### config.mk
export PLATFORM = sky130hd
export DESIGN_NAME = sump_pattern_gen
export DESIGN_NICKNAME = d
export VERILOG_FILES = /design/src/rtl/sump_pattern_gen.sv
export SDC_FILE = /design/constraint.sdc
export NUM_CORES = 1
export LEC_CHECK = 0
export ABC_AREA = 1
export BUFFER_PORTS_ARGS = -buffer_cell sky130_fd_sc_hd__buf_2
export CELL_PAD_IN_SITES_DETAIL_PLACEMENT = 2
export CELL_PAD_IN_SITES_GLOBAL_PLACEMENT = 2
export CORE_UTILIZATION = 34
export DETAILED_ROUTE_END_ITERATION = 7
export PLACE_DENSITY = 0.86
export SYNTH_ARGS = -nofsm -noshare
export SYNTH_HDL_FRONTEND = slang
export SYNTH_SLANG_ARGS = --single-unit
### constraint.sdc
create_clock -name clock -period 2.15 [get_ports clock]
set_clock_uncertainty 0.2 [all_clocks]
set_input_delay 0.215 -clock clock [delete_from_list [all_inputs] [get_ports clock]]
set_output_delay 0.215 -clock clock [all_outputs]
set_load 0.03 [all_outputs]
### src/rtl/sump_pattern_gen.sv
// -----------------------------------------------------------------------------
// sump_pattern_gen
//
// Register-programmed test-pattern engine feeding the logic-analyzer sampler
// input mux. The command decoder writes mode/period/count/seed; a start pulse
// launches a burst of pattern words, paced by a step-period prescaler and by
// the sampler's ready handshake.
//
// Optional feature macro: TPG_LFSR_EN
//   defined   -> mode 3 is a Galois LFSR using the low DW bits of LFSR_POLY
//   undefined -> no LFSR logic; mode 3 behaves like constant (mode 4)
//
// Ports:
//   clock       system clock
//   reset_n     asynchronous active-low reset
//   cfg_we      config write strobe (ignored while busy)
//   cfg_addr    0=mode, 1=period, 2=count, 3=seed/mask
//   cfg_data    config write data, truncated/extended to each field width
//   start       pulse: begin burst (IDLE only)
//   abort       pulse: end burst at once, no done pulse (RUN only)
//   ready       sampler accepts data this cycle; 0 freezes prescaler/pattern
//   data_out    current pattern word
//   data_valid  data_out is valid (FSM in RUN)
//   busy        FSM in RUN
//   done        one-cycle pulse after the final step of a counted burst
// -----------------------------------------------------------------------------
module sump_pattern_gen #(
    parameter int          DW        = 32,
    parameter int          CNT_W     = 16,
    parameter int          PER_W     = 16,
    parameter logic [31:0] LFSR_POLY = 32'h80200003
) (
    input  logic          clock,
    input  logic          reset_n,
    input  logic          cfg_we,
    input  logic [1:0]    cfg_addr,
    input  logic [31:0]   cfg_data,
    input  logic          start,
    input  logic          abort,
    input  logic          ready,
    output logic [DW-1:0] data_out,
    output logic          data_valid,
    output logic          busy,
    output logic          done
);

    typedef enum logic [1:0] {
        ST_IDLE = 2'd0,
        ST_RUN  = 2'd1,
        ST_DONE = 2'd2
    } state_t;

    localparam logic [2:0] MODE_CNT  = 3'd0;
    localparam logic [2:0] MODE_WALK = 3'd1;
    localparam logic [2:0] MODE_TOG  = 3'd2;
`ifdef TPG_LFSR_EN
    localparam logic [2:0]    MODE_LFSR = 3'd3;
    localparam logic [DW-1:0] POLY_DW   = DW'(LFSR_POLY);
`endif

    state_t           r_state;
    state_t           w_state_nxt;
    logic [2:0]       r_mode;
    logic [PER_W-1:0] r_period;
    logic [PER_W-1:0] r_pre;
    logic [CNT_W-1:0] r_count;
    logic [CNT_W-1:0] r_step_cnt;
    logic [DW-1:0]    r_seed;
    logic [DW-1:0]    r_data;

    logic             w_load;
    logic             w_step;
    logic             w_run;
    logic [CNT_W-1:0] w_step_cnt_inc;
    logic [DW-1:0]    w_init;
    logic [DW-1:0]    w_adv;

    assign w_run          = (r_state == ST_RUN);
    assign w_step_cnt_inc = r_step_cnt + CNT_W'(1);

    // -------------------------------------------------------------------------
    // FSM next-state and step/load strobes
    // -------------------------------------------------------------------------
    always_comb begin
        // NOTE: every output of this block gets a default first, so no path
        // can leave one unassigned and infer a latch.
        w_state_nxt = r_state;
        w_load      = 1'b0;
        w_step      = 1'b0;
        case (r_state)
            ST_IDLE: begin
                if (start) begin
                    w_load      = 1'b1;
                    w_state_nxt = ST_RUN;
                end
            end
            ST_RUN: begin
                // abort outranks both a step and a coincident start
                if (abort) begin
                    w_state_nxt = ST_IDLE;
                end else if (ready && (r_pre == r_period)) begin
                    w_step = 1'b1;
                    // count==0 is free-run; otherwise the step reaching count ends it
                    if ((r_count != '0) && (w_step_cnt_inc == r_count)) begin
                        w_state_nxt = ST_DONE;
                    end
                end
            end
            ST_DONE: w_state_nxt = ST_IDLE;
            default: w_state_nxt = ST_IDLE;
        endcase
    end

    always_ff @(posedge clock or negedge reset_n) begin
        // NOTE: clocked state uses non-blocking assignments so every register
        // samples pre-edge values regardless of statement order.
        if (!reset_n) begin
            r_state <= ST_IDLE;
        end else begin
            r_state <= w_state_nxt;
        end
    end

    // -------------------------------------------------------------------------
    // Pattern initial value and per-step advance
    // -------------------------------------------------------------------------
    always_comb begin
        w_init = r_seed;
        case (r_mode)
            MODE_CNT,
            MODE_TOG:  w_init = '0;
            MODE_WALK: w_init = DW'(1);
`ifdef TPG_LFSR_EN
            // an all-zero LFSR would lock up, so a zero seed starts at 1
            MODE_LFSR: w_init = (r_seed == '0) ? DW'(1) : r_seed;
`endif
            default:   w_init = r_seed;
        endcase
    end

    always_comb begin
        w_adv = r_data;
        case (r_mode)
            MODE_CNT:  w_adv = r_data + DW'(1);
            MODE_WALK: w_adv = {r_data[DW-2:0], r_data[DW-1]};
            MODE_TOG:  w_adv = r_data ^ r_seed;
`ifdef TPG_LFSR_EN
            MODE_LFSR: w_adv = (r_data >> 1) ^ (r_data[0] ? POLY_DW : '0);
`endif
            default:   w_adv = r_data;
        endcase
    end

    // -------------------------------------------------------------------------
    // Datapath: pattern word, prescaler, step counter
    // -------------------------------------------------------------------------
    always_ff @(posedge clock or negedge reset_n) begin
        if (!reset_n) begin
            r_data     <= '0;
            r_pre      <= '0;
            r_step_cnt <= '0;
        end else if (w_load) begin
            r_data     <= w_init;
            r_pre      <= '0;
            r_step_cnt <= '0;
        end else if (w_step) begin
            r_data     <= w_adv;
            r_pre      <= '0;
            r_step_cnt <= w_step_cnt_inc;
        end else if (w_run && ready && !abort) begin
            r_pre <= r_pre + PER_W'(1);
        end
    end

    // -------------------------------------------------------------------------
    // Config registers; frozen while a burst runs
    // -------------------------------------------------------------------------
    always_ff @(posedge clock or negedge reset_n) begin
        if (!reset_n) begin
            r_mode   <= '0;
            r_period <= '0;
            r_count  <= '0;
            r_seed   <= '0;
        end else if (cfg_we && !w_run) begin
            case (cfg_addr)
                2'd0:    r_mode   <= cfg_data[2:0];
                2'd1:    r_period <= PER_W'(cfg_data);
                2'd2:    r_count  <= CNT_W'(cfg_data);
                default: r_seed   <= DW'(cfg_data);
            endcase
        end
    end

    assign data_out   = r_data;
    assign data_valid = w_run;
    assign busy       = w_run;
    assign done       = (r_state == ST_DONE);

endmodule
==> summary by stage <==
Run status
The flow ran to the end, but the final reports show violations. The final reports fail on hold timing, setup timing.

Global routing
Global routing finished with a remaining overflow of 0. The number of antenna violations at the first check in global routing is 2. Entering global routing, the biggest net connects 47 pins. The first global-routing pass estimated 80000 um of wire.

The via count of the first global-routing pass is 11900. The total global routing track utilization is 44.5%.

Floorplanning
The floorplan step defined a die boundary enclosing 25000 um^2. After floorplanning, the core was divided into 56 placement rows. Once the floorplan was initialized, standard cells occupied 35.0% of the core. The die boundary width is 158 um. The core box area is 23700 um^2.

The number of top-level design ports is 75. From bottom edge to top edge, the die measures 158 um.

Clock network
The TritonCTS sink count is 133. At the later pin of the worst-skew pair, clock insertion delay measures 0.49 ns. The H-tree was split into 4 levels. The maximum buffer depth of the clock tree is 2.

TritonCTS built the clock tree. The tree is rooted in a sky130_fd_sc_hd__clkbuf_16. The clock-pin slew reported for the worst setup and hold paths after clock tree synthesis is 0.09 ns. The number of clock buffers added by TritonCTS is 17.

Worst setup path
STA classifies the critical path startpoint as a register. STA puts the critical path data arrival time at 2.75 ns. The maximum fanout along the worst path is 6.

The number of cell instances on the worst register-to-register path is 12. The path type of the worst setup path is register to register. Data on the critical path is required at its endpoint by 2.33 ns. The endpoint type of the worst setup path is a register.

Detailed routing
In this run the remaining antenna-violating nets after routing total 0. The first-pass detailed-route iteration total is 6. After the first detailed-routing iteration, the DRC count stood at 1478. The routed layout has 11400 vias. The routed design has 63400 um of wire. The routed wire length per instance is 36.6 um. Using the TritonRoute via totals, the vias-per-cell ratio works out to 6.60. In the routed design, unresolved DRC markers number 0.

Synthesis
The part of the Yosys area used for sequential elements is 40.2%. The number of warnings printed during yosys synthesis is 0. After synthesis the netlist holds a flip-flop and latch count of 133. The mean post-synth cell area is 7.01 um^2. The commonest cells after synthesis are sky130_fd_sc_hd__nand2_1 (331), sky130_fd_sc_hd__dfrtp_1 (133), sky130_fd_sc_hd__inv_1 (133), sky130_fd_sc_hd__o21ai_0 (115), sky130_fd_sc_hd__nor2_1 (102).

Synthesis produced 1181 cells. Summing every instance area after synthesis gives 8280 um^2. Sorting the synthesized cells by area gives the leading types as sky130_fd_sc_hd__dfrtp_1 (40%), sky130_fd_sc_hd__nand2_1 (15%), sky130_fd_sc_hd__o21ai_0 (7.0%), sky130_fd_sc_hd__nand3_1 (6.0%), sky130_fd_sc_hd__inv_1 (6.0%).

After synthesis, the share of flip-flops with an asynchronous set or reset is 100%. The synthesized net count is 1224. The count of flip-flops with a built-in enable after synthesis is 0. In this run, distinct cell masters in the synthesized netlist total 42. For this run, the leading register cell type out of synthesis is sky130_fd_sc_hd__dfrtp_1. The largest total area in the synthesized netlist belongs to sky130_fd_sc_hd__dfrtp_1. After synthesis, the largest area contributor takes up 40.2% of total cell area. In the post-synthesis netlist, the cell with the most instances is sky130_fd_sc_hd__nand2_1.

Power and ir drop
The total leakage power is 5.63 nW. The worst vdd rail ir drop is 0.000807 V. In this run the power density over the cells is 1110 nW/um^2. Summing internal, switching and leakage power gives 13.4 mW.

Timing
The final critical-path required period is 2.58 ns. On the final layout, the worst hold slack is -0.0278 ns. The final critical path takes up 120% of the cycle. The count of endpoints failing setup in the final report is 65.

The number of endpoints with negative hold slack in the final report is 1. The number of pins with negative max-slew slack in the final report is 0. Setup repair after global routing could not meet its margin everywhere. The pin slew with the least headroom to its limit is 0.538 ns. Timing would allow up to 388 MHz. In the post-route analysis, the smallest setup slack over all paths is -0.427 ns. The worst pin sits at a relative slew slack of 63.8%.

Placed design
Once placement finished, the instance area stood at 9540 um^2. In this run, placement finished with an instance count of 1614. The post-place setup slack is -0.286 ns.

The weighted congestion at the end of routability-driven global placement is 0.857. The number of buffer cells added on primary ports is 74. Summed over all nets, the half-perimeter wirelength after detailed placement is 25800 um.

Final layout
The repair_antennas step left the layout with diodes totalling 0. The finished layout holds 1732 standard cells, fillers aside. The number of nets in the final layout is 1443. The finished layout cell area is 12100 um^2. The number of fill cells in the layout is 2690. Relative to the synthesized area, the layout overhead comes to 45.9%. In the final layout, the share of cells above drive strength 1 is 34.7%.

Run
The max capacitance violation total is 0.

Hold path
Along the worst hold path, the cell count comes to 3. The kind of path behind the tightest hold check is input pin to register.
[path summary, 6_finish.rpt]
path                               start            end  slack, ns
min in group asynchronous        reset_n    r_period[5]       0.09
min                         cfg_data[13]   r_period[13]      -0.03
max                        r_step_cnt[1]     r_state[0]      -0.43
min reg2reg                    r_mode[0]      r_mode[0]       0.37
max reg2reg                r_step_cnt[1]     r_state[0]      -0.43
max in group asynchronous        reset_n  r_step_cnt[1]       0.95
[critical path, stage by stage (launching register included)]
cell and delay [ns]:
sky130_fd_sc_hd__dfrtp_2 0.46, sky130_fd_sc_hd__nand2_2 0.12, sky130_fd_sc_hd__nor2_4 0.23, sky130_fd_sc_hd__buf_6 0.17, sky130_fd_sc_hd__nand4_1 0.20, sky130_fd_sc_hd__nand2_1 0.23, sky130_fd_sc_hd__nand2_1 0.16, sky130_fd_sc_hd__nand2_1 0.14
sky130_fd_sc_hd__nand2_2 0.08, sky130_fd_sc_hd__nor2_4 0.16, sky130_fd_sc_hd__nand3_4 0.16, sky130_fd_sc_hd__nand2_4 0.11, sky130_fd_sc_hd__nand2_2 0.05
[final cells by class]
| type | instances | area, um^2 | share of cell area, % |
|---|---|---|---|
| flip-flops and latches | 133 | 3360 | 27.8 |
| multi-input cells | 865 | 5290 | 43.8 |
| repair buffers | 244 | 1910 | 15.8 |
| well taps | 319 | 399 | 3.31 |
| inverters | 139 | 544 | 4.51 |
| clock buffers | 17 | 425 | 3.52 |
| clock inverters | 15 | 159 | 1.32 |
[state kept, by name, summed over array words and instances (netlist names)]
name	cells
r_pre	16
r_step_cnt	16
r_period	16
r_count	16
r_seed	32
r_state	2
r_mode	3
data_out	32
[power breakdown]
| group | total, mW | internal, mW | switching [mW] | leakage (nW) |
|---|---|---|---|---|
| Clock | 3.27 | 1.65 | 1.62 | 0.286 |
| Combinational | 6.00 | 1.80 | 4.20 | 3.67 |
| Sequential | 4.11 | 3.08 | 1.02 | 1.67 |
[cell usage in the layout, fill, tap and decap left out, types with 12 or more instances in the layout]
master and count:
sky130_fd_sc_hd__nand2_1 274, sky130_fd_sc_hd__inv_1 120, sky130_fd_sc_hd__buf_4 115, sky130_fd_sc_hd__dfrtp_1 110, sky130_fd_sc_hd__o21ai_0 80, sky130_fd_sc_hd__nand3_1 76
sky130_fd_sc_hd__buf_2 73, sky130_fd_sc_hd__nor2_1 60, sky130_fd_sc_hd__nand2_2 49, sky130_fd_sc_hd__a21oi_1 41, sky130_fd_sc_hd__dlygate4sd3_1 32, sky130_fd_sc_hd__nor2_4 25
sky130_fd_sc_hd__o21ai_2 24, sky130_fd_sc_hd__xor2_1 23, sky130_fd_sc_hd__dfrtp_2 23, sky130_fd_sc_hd__nor2_2 22, sky130_fd_sc_hd__nand4_1 18, sky130_fd_sc_hd__clkbuf_16 17
sky130_fd_sc_hd__nand3_2 16, sky130_fd_sc_hd__buf_6 15, sky130_fd_sc_hd__xnor2_1 14, sky130_fd_sc_hd__nor3_1 13, sky130_fd_sc_hd__inv_2 13, sky130_fd_sc_hd__nor3_4 12
sky130_fd_sc_hd__o21ai_1 12, sky130_fd_sc_hd__a32oi_1 12
[per-stage QoR]
step                      util [%]  setup TNS, ns
final                         51.0          -9.14
after global routing          51.0         -11.06
after CTS                     47.2         -0.622
after detailed placement      40.3          -1.69
after global placement        40.3        -0.0206
after floorplan                  -              0
[metal layers]
layer	wire length, um	track usage (%)	vias up
met1	23500	53.9	5760
met5	23	0	-
met2	28600	72.4	1001
met3	6510	9.31	366
li1	-	-	4305
met4	4760	27.6	4
[cells by family after synthesis]
family                     share of synthesized area [%]
xor gates and xnor gates                            4.55
buffers and inverters                               9.11
adders and majority gates                          0.453
muxes                                              0.136
and+or+nand+nor                                     31.8
DFF                                                 40.2
AOI/OAI and AO/OA                                   13.7
[repair_timing]
| item | in CTS | in global routing |
|---|---|---|
| gates resized for setup | 142 | 203 |
| endpoints found under the hold margin | 175 | 0 |
| setup buffers | 19 | 33 |
| gates cloned | 5 | 0 |
| hold buffers | 32 | 0 |
| pin swaps | 44 | 63 |
| setup endpoints to repair | 56 | 76 |
No activity file was read; power rests on OpenSTA's default activity.
